===== config.mk =====
export PLATFORM = sky130hd
export DESIGN_NAME = if_fetch_stage
export DESIGN_NICKNAME = d
export VERILOG_FILES = /design/src/rtl/if_fetch_stage_pkg.sv /design/src/rtl/if_fetch_stage_if_id_reg.sv /design/src/rtl/if_fetch_stage.sv
export SDC_FILE = /design/constraint.sdc
export NUM_CORES = 1
export LEC_CHECK = 0
export BUFFER_PORTS_ARGS = -buffer_cell sky130_fd_sc_hd__buf_2
export CORE_UTILIZATION = 50
export CTS_CLUSTER_DIAMETER = 100
export CTS_CLUSTER_SIZE = 24
export DETAILED_ROUTE_END_ITERATION = 12
export PLACE_DENSITY = 0.75
export SLEW_MARGIN = 20
export SYNTH_ARGS = -nofsm -noshare
export SYNTH_HDL_FRONTEND = slang
export SYNTH_SLANG_ARGS = --single-unit

===== constraint.sdc =====
create_clock -name clk -period 1.82 [get_ports clk]
set_input_delay 0 -clock clk [delete_from_list [all_inputs] [get_ports clk]]
set_output_delay 0 -clock clk [all_outputs]
set_load 0.005 [all_outputs]

===== src/rtl/if_fetch_stage_pkg.sv =====
// Shared definitions for the instruction-fetch stage: default widths, NOP encoding and fetch FSM states.
package if_fetch_stage_pkg;

    localparam int unsigned DEF_ADDR_W = 32;
    localparam int unsigned DEF_DATA_W = 32;
    localparam int unsigned STATE_W    = 3;

    // sll $0,$0,0
    localparam logic [DEF_DATA_W-1:0] DEF_NOP_INSN = 32'h0000_0000;

    typedef enum logic [STATE_W-1:0] {
        ST_IDLE  = 3'd0,
        ST_FETCH = 3'd1,
        ST_WAIT  = 3'd2,
        ST_HOLD  = 3'd3,
        ST_DRAIN = 3'd4
    } fetch_state_e;

endpackage


===== src/rtl/if_fetch_stage_if_id_reg.sv =====
// IF/ID pipeline register: reset loads NOP, clear drops valid only, load captures a new instruction.
module if_id_reg #(
    parameter int unsigned ADDR_W = 32,
    parameter int unsigned DATA_W = 32,
    parameter logic [DATA_W-1:0] NOP_INSN = '0
) (
    input  logic              clk,
    input  logic              rst,
    input  logic              load_i,
    input  logic              clear_i,
    input  logic [DATA_W-1:0] instr_i,
    input  logic [ADDR_W-1:0] pc4_i,
    output logic              valid_o,
    output logic [DATA_W-1:0] instr_o,
    output logic [ADDR_W-1:0] pc4_o
);

    always_ff @(posedge clk) begin
        if (rst) begin
            valid_o <= 1'b0;
            instr_o <= NOP_INSN;
            pc4_o   <= '0;
        end else if (clear_i) begin
            valid_o <= 1'b0;
        end else if (load_i) begin
            valid_o <= 1'b1;
            instr_o <= instr_i;
            pc4_o   <= pc4_i;
        end
    end

endmodule


===== src/rtl/if_fetch_stage.sv =====
// Instruction-fetch stage: PC -> imem req/ack -> IF/ID, with decode stall hold buffer and branch flush.
// Optional FETCH_STATS_EN adds fetch_cnt / stall_cnt outputs.
module if_fetch_stage
    import if_fetch_stage_pkg::*;
#(
    parameter int unsigned ADDR_W = DEF_ADDR_W,
    parameter int unsigned DATA_W = DEF_DATA_W,
    parameter logic [DATA_W-1:0] NOP_INSN = DEF_NOP_INSN
) (
    input  logic              clk,
    input  logic              rst,
    input  logic [ADDR_W-1:0] pc,
    output logic              pc_en,
    output logic              imem_req,
    output logic [ADDR_W-1:0] imem_addr,
    input  logic              imem_ack,
    input  logic [DATA_W-1:0] imem_rdata,
    input  logic              id_stall,
    input  logic              flush,
    output logic              if_id_valid,
    output logic [DATA_W-1:0] if_id_instr,
    output logic [ADDR_W-1:0] if_id_pc4
`ifdef FETCH_STATS_EN
    ,
    output logic [31:0]       fetch_cnt,
    output logic [31:0]       stall_cnt
`endif
);

    fetch_state_e      state_q, state_d;
    logic [ADDR_W-1:0] addr_q;
    logic [DATA_W-1:0] hold_instr_q, hold_instr_d;
    logic [ADDR_W-1:0] hold_pc4_q, hold_pc4_d;
    logic [ADDR_W-1:0] pc_word, pc_plus4;
    logic              load_c, clear_c, consume_c;
    logic [DATA_W-1:0] load_instr_c;
    logic [ADDR_W-1:0] load_pc4_c;

    assign pc_word   = pc & ~ADDR_W'(3);
    assign pc_plus4  = pc_word + ADDR_W'(4);
    assign consume_c = if_id_valid && !id_stall;

    // The HOLD state itself marks the hold buffer as occupied.
    always_comb begin
        state_d      = state_q;
        hold_instr_d = hold_instr_q;
        hold_pc4_d   = hold_pc4_q;
        pc_en        = 1'b0;
        load_c       = 1'b0;
        load_instr_c = imem_rdata;
        load_pc4_c   = pc_plus4;
        unique case (state_q)
            ST_IDLE: state_d = ST_FETCH;
            ST_FETCH, ST_WAIT: begin
                if (flush) begin
                    state_d = imem_ack ? ST_FETCH : ST_DRAIN;
                end else if (imem_ack) begin
                    pc_en = 1'b1;
                    if (!if_id_valid || !id_stall) begin
                        load_c  = 1'b1;
                        state_d = ST_FETCH;
                    end else begin
                        hold_instr_d = imem_rdata;
                        hold_pc4_d   = pc_plus4;
                        state_d      = ST_HOLD;
                    end
                end else begin
                    state_d = ST_WAIT;
                end
            end
            ST_HOLD: begin
                if (flush) begin
                    state_d = ST_FETCH;
                end else if (!id_stall) begin
                    load_c       = 1'b1;
                    load_instr_c = hold_instr_q;
                    load_pc4_c   = hold_pc4_q;
                    state_d      = ST_FETCH;
                end
            end
            ST_DRAIN: begin
                if (imem_ack) state_d = ST_FETCH;
            end
            default: state_d = ST_IDLE;
        endcase
        clear_c = flush || (consume_c && !load_c);
    end

    // DRAIN keeps presenting the abandoned address while the PC may already hold the branch target.
    always_comb begin
        imem_req  = 1'b0;
        imem_addr = '0;
        unique case (state_q)
            ST_FETCH, ST_WAIT: begin
                imem_req  = 1'b1;
                imem_addr = pc_word;
            end
            ST_DRAIN: begin
                imem_req  = 1'b1;
                imem_addr = addr_q;
            end
            default: ;
        endcase
    end

    always_ff @(posedge clk) begin
        if (rst) begin
            state_q      <= ST_IDLE;
            addr_q       <= '0;
            hold_instr_q <= NOP_INSN;
            hold_pc4_q   <= '0;
        end else begin
            state_q      <= state_d;
            hold_instr_q <= hold_instr_d;
            hold_pc4_q   <= hold_pc4_d;
            if (state_q == ST_FETCH || state_q == ST_WAIT) addr_q <= pc_word;
        end
    end

    if_id_reg #(
        .ADDR_W   (ADDR_W),
        .DATA_W   (DATA_W),
        .NOP_INSN (NOP_INSN)
    ) u_if_id_reg (
        .clk     (clk),
        .rst     (rst),
        .load_i  (load_c),
        .clear_i (clear_c),
        .instr_i (load_instr_c),
        .pc4_i   (load_pc4_c),
        .valid_o (if_id_valid),
        .instr_o (if_id_instr),
        .pc4_o   (if_id_pc4)
    );

`ifdef FETCH_STATS_EN
    always_ff @(posedge clk) begin
        if (rst) begin
            fetch_cnt <= '0;
            stall_cnt <= '0;
        end else begin
            if (pc_en) fetch_cnt <= fetch_cnt + 32'd1;
            if ((imem_req && !imem_ack) || state_q == ST_HOLD) stall_cnt <= stall_cnt + 32'd1;
        end
    end
`endif

endmodule


==> flow_metrics.env, run 1 <==
export IMPL_crit_arrival_ns=2.08
export IMPL_netlist_area_um2=6902
export IMPL_critical_path_endpoint_type="flip-flop"
export IMPL_initial_core_util=0.5171
export IMPL_ff_latch_area_um2=3166
export IMPL_clock_skew_ns=0.008258
export IMPL_avgSynthCellArea_um2=7.626
export IMPL_synth_edff_count=0
export IMPL_final_max_slew_viol_count=0
export IMPL_finalWeightedCongestion=0.9160
export IMPL_rsz0062_at_grt="yes"
export IMPL_async_reset_ff_frac=0
export IMPL_drv_cap=0
export IMPL_clk_path_buf_depth=2
export IMPL_clk_latency_ns=0.42
export IMPL_die_area_um2=14280
export IMPL_path_max_fanout=35
export IMPL_hold_viol=0
export IMPL_max_freq_ghz=0.5717
export IMPL_routedWlPerCell_um=15.22
export IMPL_finalSetupViolCount=0
export IMPL_grt_pass1_wl_um=31370
export IMPL_drive_above_1_share=0.2197
export IMPL_ys_seq_area_frac=0.4583
export IMPL_drc=0
export IMPL_crit_chain="buf_4 > nor2_2 > and4_2 > buf_12 > buf_4 > nand2_1 > a311oi_2"
export IMPL_final_nets=1187
export IMPL_drt_pass1_iterations=5
export IMPL_area_delta_synth_final_pct=36.49
export IMPL_syn_instance_count=905
export IMPL_period_share=0.9612
export IMPL_powerDensity_nw_per_um2=871.1
export IMPL_cp_start_kind="flip-flop"
export IMPL_critPathTopFamily="buffers and inverters"
export IMPL_min_period_ns=1.749
export IMPL_first_iter_violations=585
export IMPL_wirelength_um=19870
export IMPL_grt_total_usage=0.2743
export IMPL_ys_seq_elements=158
export IMPL_cts_tree="yes"
export IMPL_multiInputGateArea_um2=3517
export IMPL_slowest_delay_ns=0.31
export IMPL_critPathMostFrequentCell="buf_4"
export IMPL_port_buffers=161
export IMPL_critical_path_slowest_cell="dfxtp_1"
export IMPL_p_leak_nw=3.924
export IMPL_cts_buffers=17
export IMPL_setup_tns_final_ns=0
export IMPL_ioPinCount=168
export IMPL_yosys_warnings=0
export IMPL_viasPerCell=5.447
export IMPL_htree_levels=4
export IMPL_cts_root_buf="clkbuf_16"
export IMPL_coreArea_um2=13350
export IMPL_yosys_top_cells_area="dfxtp_1 46%, nand2_1 15%, a21oi_1 6.1%"
export IMPL_netlist_top_cell_by_area="dfxtp_1"
export IMPL_status="finished clean"
export IMPL_cts_setup_buffers=0
export IMPL_grt_max_degree=54
export IMPL_power_mw=8.206
export IMPL_yosysMostFrequentCell="nand2_1"
export IMPL_diodes=0
export IMPL_synthTopCellsByCount="278 x nand2_1, 158 x dfxtp_1, 84 x a21oi_1, 83 x nor2_1, 51 x clkbuf_1"
export IMPL_vias=7108
export IMPL_grt_pass1_vias=6500
export IMPL_synth_ff_type="dfxtp_1"
export IMPL_crit_required_ns=2.15
export IMPL_hpwl_um=12110
export IMPL_overflow=0
export IMPL_fillers=1058
export IMPL_ir_drop_uv=663.3
export IMPL_crit_buf_inv=3
export IMPL_hold_path_class="input port to flip-flop"
export IMPL_cts_sinks=158
export IMPL_num_rows=42
export IMPL_postRouteAntennaNets=0
export IMPL_synth_top_cell_area_share=0.4583
export IMPL_antenna_found_initial=0
export IMPL_path_clk_slew_ns=0.06
export IMPL_die_w_um=119.5
export IMPL_ys_types=42
export IMPL_die_y_um=119.5
export IMPL_crit_type="flip-flop to flip-flop"
==> logic make-up after synthesis <==
logic type | share of synthesized area
adders and majority gates | 0.001813
buffers and inverters | 0.04677
other | 0.0005434
AOI/OAI and AO/OA | 0.1730
xor gates and xnor gates | 0.03300
and+or+nand+nor | 0.2866
DFF | 0.4583
==> area by class of cell <==
class                      instances  area share
sequential                       158      0.3360
inverter                           6    0.002391
clock inverter                     9     0.01421
tap                              176     0.02338
multi-input combinational        673      0.3734
timing repair buffer             261      0.2024
clock buffer                      22     0.04821
==> path summary, 6_finish.rpt <==
kind / slack, ns / from / to / cells past startpoint
worst max-delay path: 0.07 / state_q[2]$_SDFFE_PP0P_ / u_if_id_reg.instr_o[15]$_SDFFE_PP0P_ / 7
worst min-delay path: 0.04 / rst / hold_instr_q[31]$_SDFFE_PP0P_ / 2
worst max register to register: 0.07 / state_q[2]$_SDFFE_PP0P_ / u_if_id_reg.instr_o[15]$_SDFFE_PP0P_ / 7
worst min register to register: 0.45 / hold_pc4_q[8]$_SDFFE_PP0P_ / u_if_id_reg.pc4_o[8]$_SDFFE_PP0P_ / 2
==> power by group <==
group | switching, mW | internal (mW)
Sequential | 0.0661 | 3.58
Clock | 1.39 | 2.19
Combinational | 0.533 | 0.439
==> per-stage QoR <==
stage	std cells	util	setup WS [ns]	area, um2	hold slack [ns]
3_3_place_gp	1208	0.6046	0.06932	8070	0.2552
6_report	1305	0.7058	0.07069	9420	0.03736
3_5_place_dp	1208	0.6046	0.03677	8070	0.2600
4_1_cts	1303	0.6977	0.00005973	9313	0.01677
2_1_floorplan	908	-	0.1392	6913	0.07214
5_1_grt	1305	0.7058	-0.02470	9420	0.03381
==> routing by layer <==
layer,vias to the layer above,part of all wire,track usage
li1,3535,-,-
met1,3289,0.44,0.3537
met2,264,0.49,0.4617
met3,20,0.060,0.06130
met4,0,0.011,0.06953
met5,-,0,0
==> sequential cells by signal, summed over array words and instances, names as in the netlist <==
name,count
hold_pc4_q,30
u_if_id_reg.valid_o,1
addr_q,30
hold_instr_q,32
state_q,3
u_if_id_reg.pc4_o,30
u_if_id_reg.instr_o,32
==> worst reg2reg max path: cells and delay by family, from the launching register on <==
family / cells / cell delay (ns)
and+or+nand+nor: 3 / 0.55
DFF: 1 / 0.31
AOI/OAI and AO/OA: 1 / 0.24
buffers and inverters: 3 / 0.57
==> placed cells by master, fill, tap and decap left out, types with 12 or more instances in the layout <==
cell	instances
clkbuf_16	19
a21oi_1	84
nand2_1	278
nor2_1	81
o21ai_0	15
nand3_1	20
buf_4	23
buf_2	159
buf_12	12
a211oi_1	25
dlygate4sd3_1	64
a311oi_1	32
xor2_1	12
dfxtp_1	156
nor3_1	14
==> repair_timing <==
item | in CTS | in global routing
gates resized for setup | 2 | 15
pin swaps | 0 | 4
hold endpoints to repair | 108 | 0
endpoints found under the setup margin | 2 | 74
cloned | 0 | 2
hold buffers | 64 | 0
Note: power is estimated with default switching activity, not from simulation.
==> inputs of run 2 (changes only) <==
--- a/config.mk
+++ b/config.mk
@@ -11,6 +11,7 @@
 export CTS_CLUSTER_SIZE = 24
 export DETAILED_ROUTE_END_ITERATION = 12
 export PLACE_DENSITY = 0.75
+export RECOVER_POWER = 100
 export SLEW_MARGIN = 20
 export SYNTH_ARGS = -nofsm -noshare
 export SYNTH_HDL_FRONTEND = slang
==> run 2 against run 1 <==
Flip-flop and latch count unchanged. Final area down 0.41%. Clock-buffer cell count unchanged. Hold slack better by 0.0017 ns. Fmax up 0.16%. Register-to-register slack about the same. First-iteration DRC count down 6.8%. Global-route usage unchanged. Non-clock buffer count unchanged. Largest cell class unchanged. Cell count unchanged.
==> flow_metrics.env, run 2 (synthesized netlist as in run 1, its figures left out) <==
export IMPL_status="finished clean"
export IMPL_power_mw=8.198
export IMPL_final_max_slew_viol_count=0
export IMPL_crit_arrival_ns=2.08
export IMPL_coreArea_um2=13350
export IMPL_path_clk_slew_ns=0.06
export IMPL_cts_tree="yes"
export IMPL_routedWlPerCell_um=15.24
export IMPL_p_int_mw=6.207
export IMPL_hpwl_um=12110
export IMPL_rsz0062_at_grt="yes"
export IMPL_dr_wl_met3_um=1080
export IMPL_die_w_um=119.5
export IMPL_dpl_cell_count=1208
export IMPL_cts_sinks=158
export IMPL_sequentialPowerShare=0.445
export IMPL_overflow=0
export IMPL_fin_cells=1305
export IMPL_power_switching_mw=1.992
export IMPL_drv_cap=0
export IMPL_grt_total_usage=0.2743
export IMPL_final_cell_mix="278 x nand2_1, 156 x dfxtp_1, 128 x buf_2, 84 x a21oi_1, 81 x nor2_1"
export IMPL_swShare=0.2430
export IMPL_period_share=0.9596
export IMPL_cts_setup_buffers=0
export IMPL_hold_viol=0
export IMPL_pwr_share_clk=0.437
export IMPL_p_leak_nw=3.792
export IMPL_cp_start_kind="flip-flop"
export IMPL_crit_type="flip-flop to flip-flop"
export IMPL_max_freq_ghz=0.5726
export IMPL_num_rows=42
export IMPL_crit_required_ns=2.15
export IMPL_drive_above_1_share=0.1922
export IMPL_clk_latency_ns=0.42
export IMPL_cts_buffers=17
export IMPL_die_y_um=119.5
export IMPL_wirelength_um=19890
export IMPL_drt_pass1_iterations=5
export IMPL_vias=7098
export IMPL_slowest_delay_ns=0.31
export IMPL_crit_chain="buf_4 > nor2_2 > and4_2 > buf_12 > buf_4 > nand2_1 > a311oi_2"
export IMPL_finalSetupViolCount=0
export IMPL_min_period_ns=1.746
export IMPL_final_nets=1187
export IMPL_die_area_um2=14280
export IMPL_ir_drop_uv=663.0
export IMPL_clk_path_buf_depth=2
export IMPL_comb_power_share=0.118
export IMPL_critical_path_slowest_cell="dfxtp_1"
export IMPL_postRouteAntennaNets=0
export IMPL_wl_met2_um=9732
export IMPL_ioPinCount=168
export IMPL_area_delta_synth_final_pct=35.93
export IMPL_htree_levels=4
export IMPL_port_buffers=161
export IMPL_first_iter_violations=545
export IMPL_critical_path_endpoint_type="flip-flop"
export IMPL_grt_pass1_vias=6500
export IMPL_drc=0
export IMPL_cts_root_buf="clkbuf_16"
export IMPL_clock_skew_ns=0.01261
export IMPL_critPathMostFrequentCell="buf_4"
export IMPL_grt_max_degree=54
export IMPL_initial_core_util=0.5171
export IMPL_viasPerCell=5.439
export IMPL_antenna_found_initial=0
export IMPL_largest_registers="hold_instr_q: 32 flops, u_if_id_reg.instr_o: 32 flops"
export IMPL_powerDensity_nw_per_um2=873.9
export IMPL_hold_path_class="input port to flip-flop"
export IMPL_m1WireLength_um=8867
export IMPL_final_common_cell="nand2_1"
export IMPL_grt_pass1_wl_um=31370
export IMPL_path_max_fanout=35
export IMPL_topRoutingLayerUsed="met4"
export IMPL_finalWeightedCongestion=0.9160
export IMPL_diodes=0
==> run 2: changes by cell type in the layout (fill, tap and decap cells not counted), sizes merged <==
cell    previous run  this run
buf              194       163
clkbuf            25        56
==> run 2: timing repair <==
| item | 4_1_cts | 5_1_grt |
|---|---|---|
| pin swaps | 0 | 4 |
| hold buffers | 64 | 0 |
| endpoints found under the hold margin | 108 | 0 |
| resized for setup | 2 | 15 |
| cloned | 0 | 2 |
| setup endpoints to repair | 2 | 74 |
==> run 2: path summary, 6_finish.rpt <==
path,start,endpoint,slack (ns),cells after the start
max,state_q[2]$_SDFFE_PP0P_,u_if_id_reg.instr_o[15]$_SDFFE_PP0P_,0.07,7
min,rst,hold_instr_q[20]$_SDFFE_PP0P_,0.04,2
max reg2reg,state_q[2]$_SDFFE_PP0P_,u_if_id_reg.instr_o[15]$_SDFFE_PP0P_,0.07,7
min reg2reg,hold_pc4_q[8]$_SDFFE_PP0P_,u_if_id_reg.pc4_o[8]$_SDFFE_PP0P_,0.45,2
==> run 2: cell type report <==
type,count,area (um2)
Clock buffer,22,454.2
Clock inverter,9,133.9
Fill cell,1072,3966
Inverter,6,22.52
Multi-Input combinational cell,673,3517
Sequential cell,158,3166
Tap cell,176,220.2
Timing Repair Buffer,261,1868
==> run 2: per-stage QoR <==
step                      instance area, um2  worst slack (ns)    util  hold slack, ns  TNS (ns)
after floorplan                         6913            0.1392       -         0.07214         0
after global placement                  8070           0.06932  0.6046          0.2552         0
after detailed placement                8070           0.03677  0.6046          0.2600         0
after CTS                               9313        0.00005973  0.6977         0.01677         0
after global routing                    9382          -0.02470  0.7029         0.03381  -0.08986
final                                   9382           0.07352  0.7029         0.03909         0
==> run 2: metal layers <==
metal  up-vias  track usage
li1       3533            -
met1      3286       0.3537
met2       258       0.4617
met3        21      0.06130
met4         0      0.06953
met5         -            0
==> run 2: worst max-delay path, delay by kind of cell (launching register included) <==
kind / cells / cell delay (ns)
buffers and inverters: 3 / 0.56
AOI/OAI and AO/OA: 1 / 0.24
and+or+nand+nor: 3 / 0.55
DFF: 1 / 0.31
==> run 2: power by group through the flow <==
| stage | Sequential [mW] | Clock (mW) | Combinational [mW] |
|---|---|---|---|
| final | 3.65 | 3.58 | 0.964 |
| after global routing | 3.66 | 3.80 | 1.05 |
| after CTS | 3.65 | 3.63 | 0.941 |
| after detailed placement | 3.72 | 0 | 0.830 |
| after global placement | 3.72 | 0 | 0.821 |
| after floorplan | 3.72 | 0 | 0.431 |
